[config.mk]
export PLATFORM = sky130hd
export DESIGN_NAME = ring3_sink
export DESIGN_NICKNAME = d
export VERILOG_FILES = /design/src/rtl/ring3_sink.sv
export SDC_FILE = /design/constraint.sdc
export NUM_CORES = 1
export LEC_CHECK = 0
export BUFFER_PORTS_ARGS = -buffer_cell sky130_fd_sc_hd__buf_2
export CAP_MARGIN = 0
export CORE_AREA = 4 4 100 102
export CTS_CLUSTER_DIAMETER = 60
export DETAILED_ROUTE_END_ITERATION = 10
export DIE_AREA = 0 0 104 106
export SLEW_MARGIN = 40
export SYNTH_ARGS = -nofsm -noshare
export SYNTH_HDL_FRONTEND = slang
export SYNTH_SLANG_ARGS = --single-unit
[constraint.sdc]
create_clock -name clk -period 3.5 [get_ports clk]
set_input_delay 0.35 -clock clk [delete_from_list [all_inputs] [get_ports clk]]
set_output_delay 0.35 -clock clk [all_outputs]
set_load 0.05 [all_outputs]
[src/rtl/ring3_sink.sv]
// Clocked sink for a 3-rail NCL ring: synchronizes and filters the 1-of-3 code,
// closes the ring with TCOMP, and streams decoded tokens on a valid/ready port.
module ring3_sink #(
    parameter int SYNC_STAGES   = 2,
    parameter int STABLE_CYCLES = 2,
    parameter int CNT_W         = 16,
    parameter int SEQ_STEP      = 1
) (
    input  logic             clk,
    input  logic             init,
    input  logic [2:0]       C,
    output logic             TCOMP,
    output logic [1:0]       dout,
    output logic             dout_valid,
    input  logic             dout_ready,
    output logic             code_err,
    output logic             seq_err,
    output logic [CNT_W-1:0] tok_count
);
    localparam int RW = $clog2(STABLE_CYCLES + 1);
    localparam logic [RW-1:0] STABLE_V = RW'(STABLE_CYCLES);

    typedef enum logic [1:0] {
        S_NULL = 2'd0,
        S_HOLD = 2'd1,
        S_DATA = 2'd2
    } state_t;

    function automatic logic is_data(input logic [2:0] c);
        return $onehot(c);
    endfunction

    function automatic logic is_illegal(input logic [2:0] c);
        return (c[0] & c[1]) | (c[0] & c[2]) | (c[1] & c[2]);
    endfunction

    function automatic logic [1:0] rail_index(input logic [2:0] c);
        case (c)
            3'b010:  return 2'd1;
            3'b100:  return 2'd2;
            default: return 2'd0;
        endcase
    endfunction

    function automatic logic [1:0] next_ref(input logic [1:0] r);
        return 2'((int'(r) + SEQ_STEP) % 3);
    endfunction

    logic [2:0]    sync_r [SYNC_STAGES];
    logic [2:0]    sync_out_s;
    logic [2:0]    prev_r;
    logic [RW-1:0] run_r;
    logic [RW-1:0] run_now_s;
    logic [2:0]    qual_r;
    logic [2:0]    qual_s;
    logic [2:0]    held_r;
    state_t        state_r;
    logic          space_s;
    logic          load_s;
    logic [1:0]    load_idx_s;
    logic [1:0]    seq_ref_r;
    logic          seq_valid_r;

    assign sync_out_s = sync_r[SYNC_STAGES-1];

    // Run-length filter: the qualified code only moves after enough identical samples.
    always_comb begin
        run_now_s = RW'(1);
        if (sync_out_s == prev_r) begin
            if (run_r == STABLE_V) begin
                run_now_s = run_r;
            end else begin
                run_now_s = run_r + RW'(1);
            end
        end else begin
            run_now_s = RW'(1);
        end
        if (run_now_s >= STABLE_V) begin
            qual_s = sync_out_s;
        end else begin
            qual_s = qual_r;
        end
    end

    // Load decision: a token is taken when DATA is pending and the output has room.
    always_comb begin
        space_s    = !dout_valid || dout_ready;
        load_idx_s = rail_index(qual_s);
        if (state_r == S_NULL) begin
            load_s = space_s && is_data(qual_s);
        end else if (state_r == S_HOLD) begin
            load_s = space_s && (qual_s == held_r);
        end else begin
            load_s = 1'b0;
        end
    end

    // Synchronizer chain on each rail.
    always_ff @(posedge clk) begin
        if (init) begin
            for (int i = 0; i < SYNC_STAGES; i++) sync_r[i] <= 3'b000;
        end else begin
            sync_r[0] <= C;
            for (int i = 1; i < SYNC_STAGES; i++) sync_r[i] <= sync_r[i-1];
        end
    end

    // Handshake FSM with filter state, output register, counters and sticky flags.
    always_ff @(posedge clk) begin
        if (init) begin
            prev_r      <= 3'b000;
            run_r       <= '0;
            qual_r      <= 3'b000;
            held_r      <= 3'b000;
            state_r     <= S_NULL;
            TCOMP       <= 1'b0;
            dout        <= 2'd0;
            dout_valid  <= 1'b0;
            code_err    <= 1'b0;
            seq_err     <= 1'b0;
            tok_count   <= '0;
            seq_ref_r   <= 2'd0;
            seq_valid_r <= 1'b0;
        end else begin
            prev_r <= sync_out_s;
            run_r  <= run_now_s;
            qual_r <= qual_s;

            if (load_s) begin
                dout        <= load_idx_s;
                dout_valid  <= 1'b1;
                TCOMP       <= 1'b1;
                tok_count   <= tok_count + CNT_W'(1);
                held_r      <= qual_s;
                seq_ref_r   <= load_idx_s;
                seq_valid_r <= 1'b1;
                if (seq_valid_r && (load_idx_s != next_ref(seq_ref_r))) seq_err <= 1'b1;
                state_r     <= S_DATA;
            end else begin
                if (dout_valid && dout_ready) dout_valid <= 1'b0;
                case (state_r)
                    S_NULL: begin
                        if (is_data(qual_s)) begin
                            held_r  <= qual_s;
                            state_r <= S_HOLD;
                        end else if (is_illegal(qual_s)) begin
                            code_err <= 1'b1;
                        end
                    end
                    S_HOLD: begin
                        // Anything other than the pending DATA abandons the hold.
                        if (qual_s != held_r) begin
                            if (qual_s != 3'b000) code_err <= 1'b1;
                            state_r <= S_NULL;
                        end
                    end
                    S_DATA: begin
                        if (qual_s == 3'b000) begin
                            TCOMP   <= 1'b0;
                            state_r <= S_NULL;
                        end else if (qual_s != held_r) begin
                            code_err <= 1'b1;
                        end
                    end
                    default: begin
                        TCOMP   <= 1'b0;
                        state_r <= S_NULL;
                    end
                endcase
            end
        end
    end
endmodule

==> results.md, run 1 <==
- The top-level I/O count is 28.
- Setup total negative slack on the finished layout was measured at 0 ns.
- The clock tree from TritonCTS is done.
- The count of nets left with antenna violations once routing finished came out at 0.
- Across the routed clock network, the largest skew measured is 0.00910 ns.
- The kind of start point of the critical path is a register.
- In the routed design, unresolved DRC markers number 0.
- The critical path in this run is classified as reg2reg.
- Dividing the synthesized area by the synthesized cell count gives 8.84 sq um.
- The hold slack is 0.271 ns.
- After detailed routing, the number of vias per cell comes to 4.59.
- The number of distinct library cells after synthesis is 48.
- The peak fanout along the critical path is 14.
- The clock net in this run drives a total of 42 sinks.
- The number of hold-slack violations in the final timing report came to 0.
- Buffers inserted during clock tree synthesis total 5.
- The final critical delay including setup and external delays is 3.18 ns.
- The tool flagged a number of max-cap violations equal to 0.
- Entering global routing, the biggest net connects 59 pins.
- Counting flops with a built-in enable in the synthesized netlist gives 0.
- The number of global-route vias before repair is 1632.
- The normalized max-slew margin is 62.2%.
- The layout overhead on the synthesized area is 16.6%.
- In this run, the number of DRC markers left after iteration 0 of detailed routing was 72.
- The standard cell core area is 9110 sq um.
- The leading cell type in the layout, fill and taps excluded is sky130_fd_sc_hd__dfxtp_1.
- Counting instances, the worst hold path has a depth of 2.
- Setup slack on the worst reg-to-reg path comes out at 0.32 ns.
- The maximum count of clock buffers along a single path is 2.
- Input and output buffers added on the ports amount to 27.
- Setup slack on the critical path of the routed design comes to 0.324 ns.
- The die covers 11000 sq um.
- At the later pin of the worst-skew pair, clock insertion delay measures 0.29 ns.
- At the worst endpoint, the required time is 3.69 ns.
- The synthesized area is 2230 sq um.
- The final count of negative-setup-slack endpoints is 0.
- Detailed routing inserted a total of 1784 vias.
- The final layout net count is 287.
- The routability-driven placement congestion ratio is 0.810.
- The estimated wirelength of the detail-placed design is 3400 um.
- Timing analysis after detailed placement gives a worst setup slack of 0.306 ns.
- The count of H-tree levels built during CTS is 2.
- The first-pass GRT wire length is 7780 um.
- The flow ran to the end, and the final reports show no timing, DRC or antenna violations.
- The finished cells cover 2600 sq um.
- Derived from the worst setup path, the maximum achievable clock frequency is 315 MHz.
- The number of nets in the synthesized netlist is 262.
- The worst-case IR drop observed on VDD is 151 uV.
- The min-delay analysis places its worst path in the category in2reg.
- For this run, the number of Yosys warnings is 0.
- The number of diodes is 0.
- Walking the worst path, the cells encountered are inv_1 -> ha_1 -> nand4bb_1 -> buf_4 -> mux2i_1 -> inv_1 -> fa_1 -> nor4b_2 -> buf_4 -> and2_1 -> nand4_1 -> o41ai_2 -> mux2_1.
- Dividing total power by cell area gives a power density of 407 nW/um^2.
- The logic depth of the worst register-to-register path is 13.
- The initial antenna violation count is 0.
- The floorplan has 35 rows.
- Setup repair after global routing left no endpoint under its margin.
- The final wirelength is 4600 um.
- Summing all placed instances gives a cell area of 2490 sq um.
- The height of the die is 106 um.
- For this run, the share of the core covered by cells in the final layout is 28.5%.
- The top cell types in the final layout, fill and taps aside, are sky130_fd_sc_hd__dfxtp_1 (42), sky130_fd_sc_hd__nor2b_1 (27), sky130_fd_sc_hd__buf_2 (26), sky130_fd_sc_hd__nor2_1 (25), sky130_fd_sc_hd__nand2_1 (18).
- The primary flip-flop cell chosen by synthesis mapping is sky130_fd_sc_hd__dfxtp_1.
- For the pin with the worst max-slew slack, the measured transition is 0.567 ns.
- The library cell contributing the largest single delay on the critical path is sky130_fd_sc_hd__fa_1.
- The first-pass iteration count of the detailed router is 4.
- The aggregate global routing overflow is 0.
- The highest cell delay on the worst timing path is 0.51 ns.
- Global routing consumed, over all layers together, 8.51% of the routing resources.
- The share of flip-flops with an asynchronous set or reset after synthesis is 0%.
- The part of the cycle the worst path needs is 90.8%.
- The initial cell density of the core is 24.5%.
- The post-cts repair resize count is 0.
- After synthesis, flip-flops and latches occupy 37.8% of the total area.
- STA classifies the critical path endpoint as a register.
- The wire length per cell is 11.8 um.
- The synthesized design contains 42 register bits.
- In the synthesized netlist, the number of instances is 252.
- After clock tree synthesis, the setup repair step added 0 buffers.
- The tree is rooted in a sky130_fd_sc_hd__clkbuf_8.
- Data on the critical path arrives at its endpoint at 3.36 ns.
- Summed over all cells, the static leakage comes to 1.08 nW.
- After clock tree synthesis, the clock-pin slew on the worst setup and hold paths is 0.08 ns.
- After filler insertion, the fill cell instance count of the layout stands at 986.
- The number of pins with negative max-slew slack in the final report is 0.
- The share of post-route cells with drive strength above 1 is 18.0%.
- The horizontal die dimension is 104 um.
- In this run, post-CTS hold repair placed 0 buffers.
==> final timing paths <==
check / startpoint / to
min reg2reg: sync_r[0][0] / sync_r[0][3]
min: C[1] / sync_r[0][1]
max: run_r[0] / tok_count[15]
max reg2reg: run_r[0] / tok_count[15]
==> logic make-up (layout without fill, tap and decap cells) <==
family,Yosys count,after routing,share of synthesized area (%)
compound gates,43,43,14.2
xor+xnor,6,6,3.03
fa+ha+maj,4,4,2.58
buf+inv,25,51,4.44
flops,42,42,37.8
mux,21,21,11.5
simple gates,111,111,26.5
==> cells in the mapped netlist, drive strengths merged (3+ instances only) <==
library cell	n	share of area [%]
nor2	25	4.2
nor3	4	0.90
o32ai	3	1.2
clkbuf	10	1.7
mux2	17	8.6
a21oi	12	2.9
a211o	3	1.2
nand3	11	2.5
nand2	19	3.3
nand4	4	1.1
buf	4	0.90
inv	11	1.9
xor2	4	2.2
o41ai	3	2.2
ha	3	1.7
and3	4	1.1
a31oi	4	1.1
dfxtp	42	38
mux2i	4	2.9
nor2b	27	7.6
o21ai	7	1.7
nor4b	3	1.2
and2	5	1.4
==> area by class of cell <==
class	instances	area [sq um]	area share, %
Sequential cell	42	841	32.4
Inverter	11	41.3	1.59
Timing Repair Buffer	32	175	6.75
Tap cell	111	139	5.35
Clock inverter	1	30.0	1.16
Multi-Input combinational cell	185	1290	49.8
Clock buffer	7	76.3	2.94
==> through the flow <==
stage / total power [mW] / std cells
floorplan: 0.655 / 252
global placement: 0.691 / 381
detailed placement: 0.695 / 381
CTS: 1.08 / 389
global route: 1.12 / 389
finish: 1.06 / 389
==> state kept, by name (all words and copies together) (netlist names) <==
| signal | cells |
|---|---|
| state_r | 2 |
| seq_valid_r | 1 |
| held_r | 3 |
| prev_r | 3 |
| qual_r | 3 |
| sync_r | 6 |
| tok_count | 16 |
| dout_valid | 1 |
| seq_err | 1 |
| code_err | 1 |
| run_r | 2 |
| TCOMP | 1 |
| seq_ref_r | 2 |
==> metal layers <==
metal  up-vias  routed length (um)  track usage, %
met5         -                   0               0
met4         0                  53            2.56
met3         5                 220            2.61
met2        28                2020            13.6
met1       823                2310            11.1
li1        928                   -               -
==> power breakdown <==
group / total (mW) / leakage [nW] / switching [mW] / internal, mW
Combinational: 0.172 / 0.685 / 0.112 / 0.0604
Sequential: 0.511 / 0.341 / 0.0138 / 0.497
Clock: 0.375 / 0.0524 / 0.161 / 0.214
Total: 1.06 / 1.08 / 0.287 / 0.771
==> worst max-delay path, delay by kind of cell (launching register included) <==
kind / cells / cell delay (ns)
DFF: 1 / 0.31
adders and majority gates: 2 / 0.79
and+or+nand+nor: 4 / 0.62
buffers and inverters: 4 / 0.61
muxes: 2 / 0.67
AOI/OAI and AO/OA: 1 / 0.07
No activity file was read; power rests on OpenSTA's default activity.
==> run 2, diff against run 1 <==
--- a/config.mk
+++ b/config.mk
@@ -7,10 +7,13 @@
 export LEC_CHECK = 0
 export BUFFER_PORTS_ARGS = -buffer_cell sky130_fd_sc_hd__buf_2
 export CAP_MARGIN = 0
+export CELL_PAD_IN_SITES_DETAIL_PLACEMENT = 1
+export CELL_PAD_IN_SITES_GLOBAL_PLACEMENT = 2
 export CORE_AREA = 4 4 100 102
 export CTS_CLUSTER_DIAMETER = 60
 export DETAILED_ROUTE_END_ITERATION = 10
 export DIE_AREA = 0 0 104 106
+export PLACE_DENSITY_LB_ADDON = 0.1
 export SLEW_MARGIN = 40
 export SYNTH_ARGS = -nofsm -noshare
 export SYNTH_HDL_FRONTEND = slang
==> results.md, run 2 (synthesized netlist as in run 1, its figures left out) <==
- The kind of end point of the critical path is a register.
- The total power divided by cell area came to 411 nW/um^2 (+0.83%).
- The wire length per cell is 14.1 um (+19%).
- The total negative slack is 0 ns (unchanged).
- The worst setup path is launched from a register.
- The combined global-route utilization of all metal layers is 10.4% (+1.9 points).
- The count of unresolved DRC violations after routing was 0 (unchanged).
- The estimated wirelength of the detail-placed design is 4150 um (+22%).
- The top cell types in the final layout, fill and taps aside, are sky130_fd_sc_hd__dfxtp_1 (41), sky130_fd_sc_hd__nor2b_1 (27), sky130_fd_sc_hd__buf_2 (26), sky130_fd_sc_hd__nor2_1 (25), sky130_fd_sc_hd__nand2_1 (18).
- The number of sinks handled by clock tree synthesis is 42 (unchanged).
- The count of H-tree levels built during CTS is 2 (unchanged).
- The height of the die was 106 um (unchanged).
- The final layout net count was 289 (+0.70%).
- The type of the tightest min-delay check is in2reg.
- The number of pins with negative max-slew slack in the final report is 0 (unchanged).
- The largest registers in the layout are tok_count x16, sync_r x6.
- The aggregate global routing overflow is 0 (unchanged).
- The count of buffers from port buffering is 27 (unchanged).
- tok_count holds more flip-flops than any other register.
- The part of the cycle the worst path needs is 88.6% (-2.1 points).
- The number of buffers inserted by hold repair at cts is 0 (unchanged).
- The latest clock arrival within the worst-skew pair is 0.29 ns (about the same).
- The number of diodes was 0 (unchanged).
- The number of max-cap violations is 0 (unchanged).
- The overall via count from detail_route is 1825 (+2.3%).
- The initial antenna violation count is 0 (unchanged).
- The vias per cell is 4.67 (+1.8%).
- The largest vdd supply drop is 148 uV (-2.2%).
- The first-pass iteration count of the detailed router came to 4 (unchanged).
- The peak fanout along the critical path came to 14 (unchanged).
- The flow ran to the end, and the final reports show no timing, DRC or antenna violations.
- The data required time at the worst endpoint is 3.68 ns (about the same).
- The top-level I/O count is 28 (unchanged).
- The arrival time at the worst endpoint came to 3.28 ns (-0.08 ns).
- The leakage dissipation is 1.09 nW (+0.68%).
- The number of buffers added by the clock tree synthesis step is 5 (unchanged).
- The number of rows in the core area is 35 (unchanged).
- The register clock-pin slew on the reported worst setup and hold paths came to 0.08 ns (about the same).
- Setup repair after global routing left no endpoint under its margin.
- The residual antenna-violating net count after detailed routing is 0 (unchanged).
- The normalized max-slew margin is 66.3% (+4.2 points).
- The maximum count of clock buffers along a single path is 2 (unchanged).
- The flip-flop count of the largest register, all copies and words added is 16 (unchanged).
- The number of global-route vias before repair is 1870 (+15%).
- Among the stages of the critical path, the cell type that occurs most often is sky130_fd_sc_hd__buf_4.
- The hold slack came to 0.263 ns (-0.00785 ns).
- The layout overhead on the synthesized area is 17.5%.
- The number of setup buffers added after CTS came to 0 (unchanged).
- The routability-driven placement congestion ratio is 0.688 (-15%).
- The area of the die came to 11000 sq um (unchanged).
- The post-cts repair resize count is 0 (unchanged).
- The detailed router's first-iteration violation count is 37 (-49%).
- Leaving out fill and tap cells, the most frequent cell in the layout is sky130_fd_sc_hd__dfxtp_1.
- The horizontal die dimension is 104 um (unchanged).
- The highest cell delay on the worst timing path is 0.48 ns (-0.03 ns).
- The final count of negative-setup-slack endpoints is 0 (unchanged).
- The worst setup skew after layout is 0.00591 ns (-0.00319 ns).
- Walking the worst path, the cells encountered are xor2_1 -> nand4bb_1 -> buf_4 -> mux2i_4 -> inv_1 -> fa_1 -> nor4b_2 -> buf_4 -> nand2_1 -> a21oi_1 -> mux2_1.
- The final critical delay including setup and external delays is 3.10 ns (-0.0751 ns).
- The measured slew at the worst slew-check pin came to 0.505 ns (-0.0626 ns).
- The share of post-route cells with drive strength above 1 is 19.3% (+1.3 points).
- The initial cell density of the core is 24.5% (unchanged).
- The highest achievable clock rate is 322 MHz (+2.4%).
- The pin count of the biggest net entering global routing is 49 (-17%).
- The buffer type at the clock tree root is sky130_fd_sc_hd__clkbuf_8.
- By startpoint and endpoint, the worst setup path is classified as reg2reg.
- The first-pass GRT wire length came to 9400 um (+21%).
- The standard cell core area came to 9110 sq um (unchanged).
- The library cell contributing the largest single delay on the critical path is sky130_fd_sc_hd__fa_1.
- The final wirelength is 5530 um (+20%).
- The clock tree from TritonCTS is done.
- The number of hold-slack violations in the final timing report came to 0 (unchanged).
run 2: cell types whose count changed in the layout (fill, tap and decap cells not counted):
cell,before,now
sky130_fd_sc_hd__buf_4,6,8
sky130_fd_sc_hd__clkbuf_1,2,1
sky130_fd_sc_hd__dfxtp_2,0,1
sky130_fd_sc_hd__dfxtp_1,42,41
sky130_fd_sc_hd__clkinvlp_4,0,1
run 2: area by class of cell:
cell class / instances / area, sq um
flip-flops and latches: 42 / 842
well taps: 111 / 139
clock inverters: 2 / 37.5
multi-input cells: 185 / 1290
clock buffers: 6 / 72.6
inverters: 11 / 41.3
repair buffers: 34 / 190
fillers: 1089 / 6490
run 2: path summary, 6_finish.rpt:
kind	from	to	slack [ns]	cells past startpoint
hold reg to reg	sync_r[0][1]	sync_r[0][4]	0.44	1
hold / removal	C[2]	sync_r[0][2]	0.26	2
setup reg to reg	sync_r[0][4]	tok_count[5]	0.40	11
setup / recovery	sync_r[0][4]	tok_count[5]	0.40	11
run 2: power breakdown:
part           internal [mW]  switching (mW)  total, mW
Combinational         0.0622           0.114      0.176
Sequential             0.497          0.0155      0.512
Clock                  0.213           0.173      0.386
Total                  0.772           0.303       1.07
run 2: routing by layer:
layer	global-route usage, %	routed length (um)
met5	0	0
met4	3.70	19
met3	1.94	116
met2	17.5	2710
met1	13.5	2680
run 2: worst max-delay path, delay by kind of cell, from the launching register on:
family                   cells  cell delay [ns]
AO/OA/AOI/OAI                1             0.16
XOR/XNOR                     1             0.19
adder cells (fa/ha/maj)      1             0.48
buffers and inverters        3             0.59
flip-flops                   1             0.42
multiplexers                 2             0.63
AND/OR/NAND/NOR              3             0.51
run 2: metrics by stage:
stage | area [sq um] | worst slack [ns] | util (%) | total power, mW | instances
floorplan | 2230 | 0.105 | - | 0.655 | 252
global placement | 2500 | 0.309 | 27.5 | 0.705 | 383
detailed placement | 2500 | 0.267 | 27.5 | 0.705 | 383
CTS | 2620 | 0.241 | 28.7 | 1.11 | 391
global route | 2620 | 0.0295 | 28.7 | 1.14 | 391
finish | 2620 | 0.399 | 28.7 | 1.07 | 391
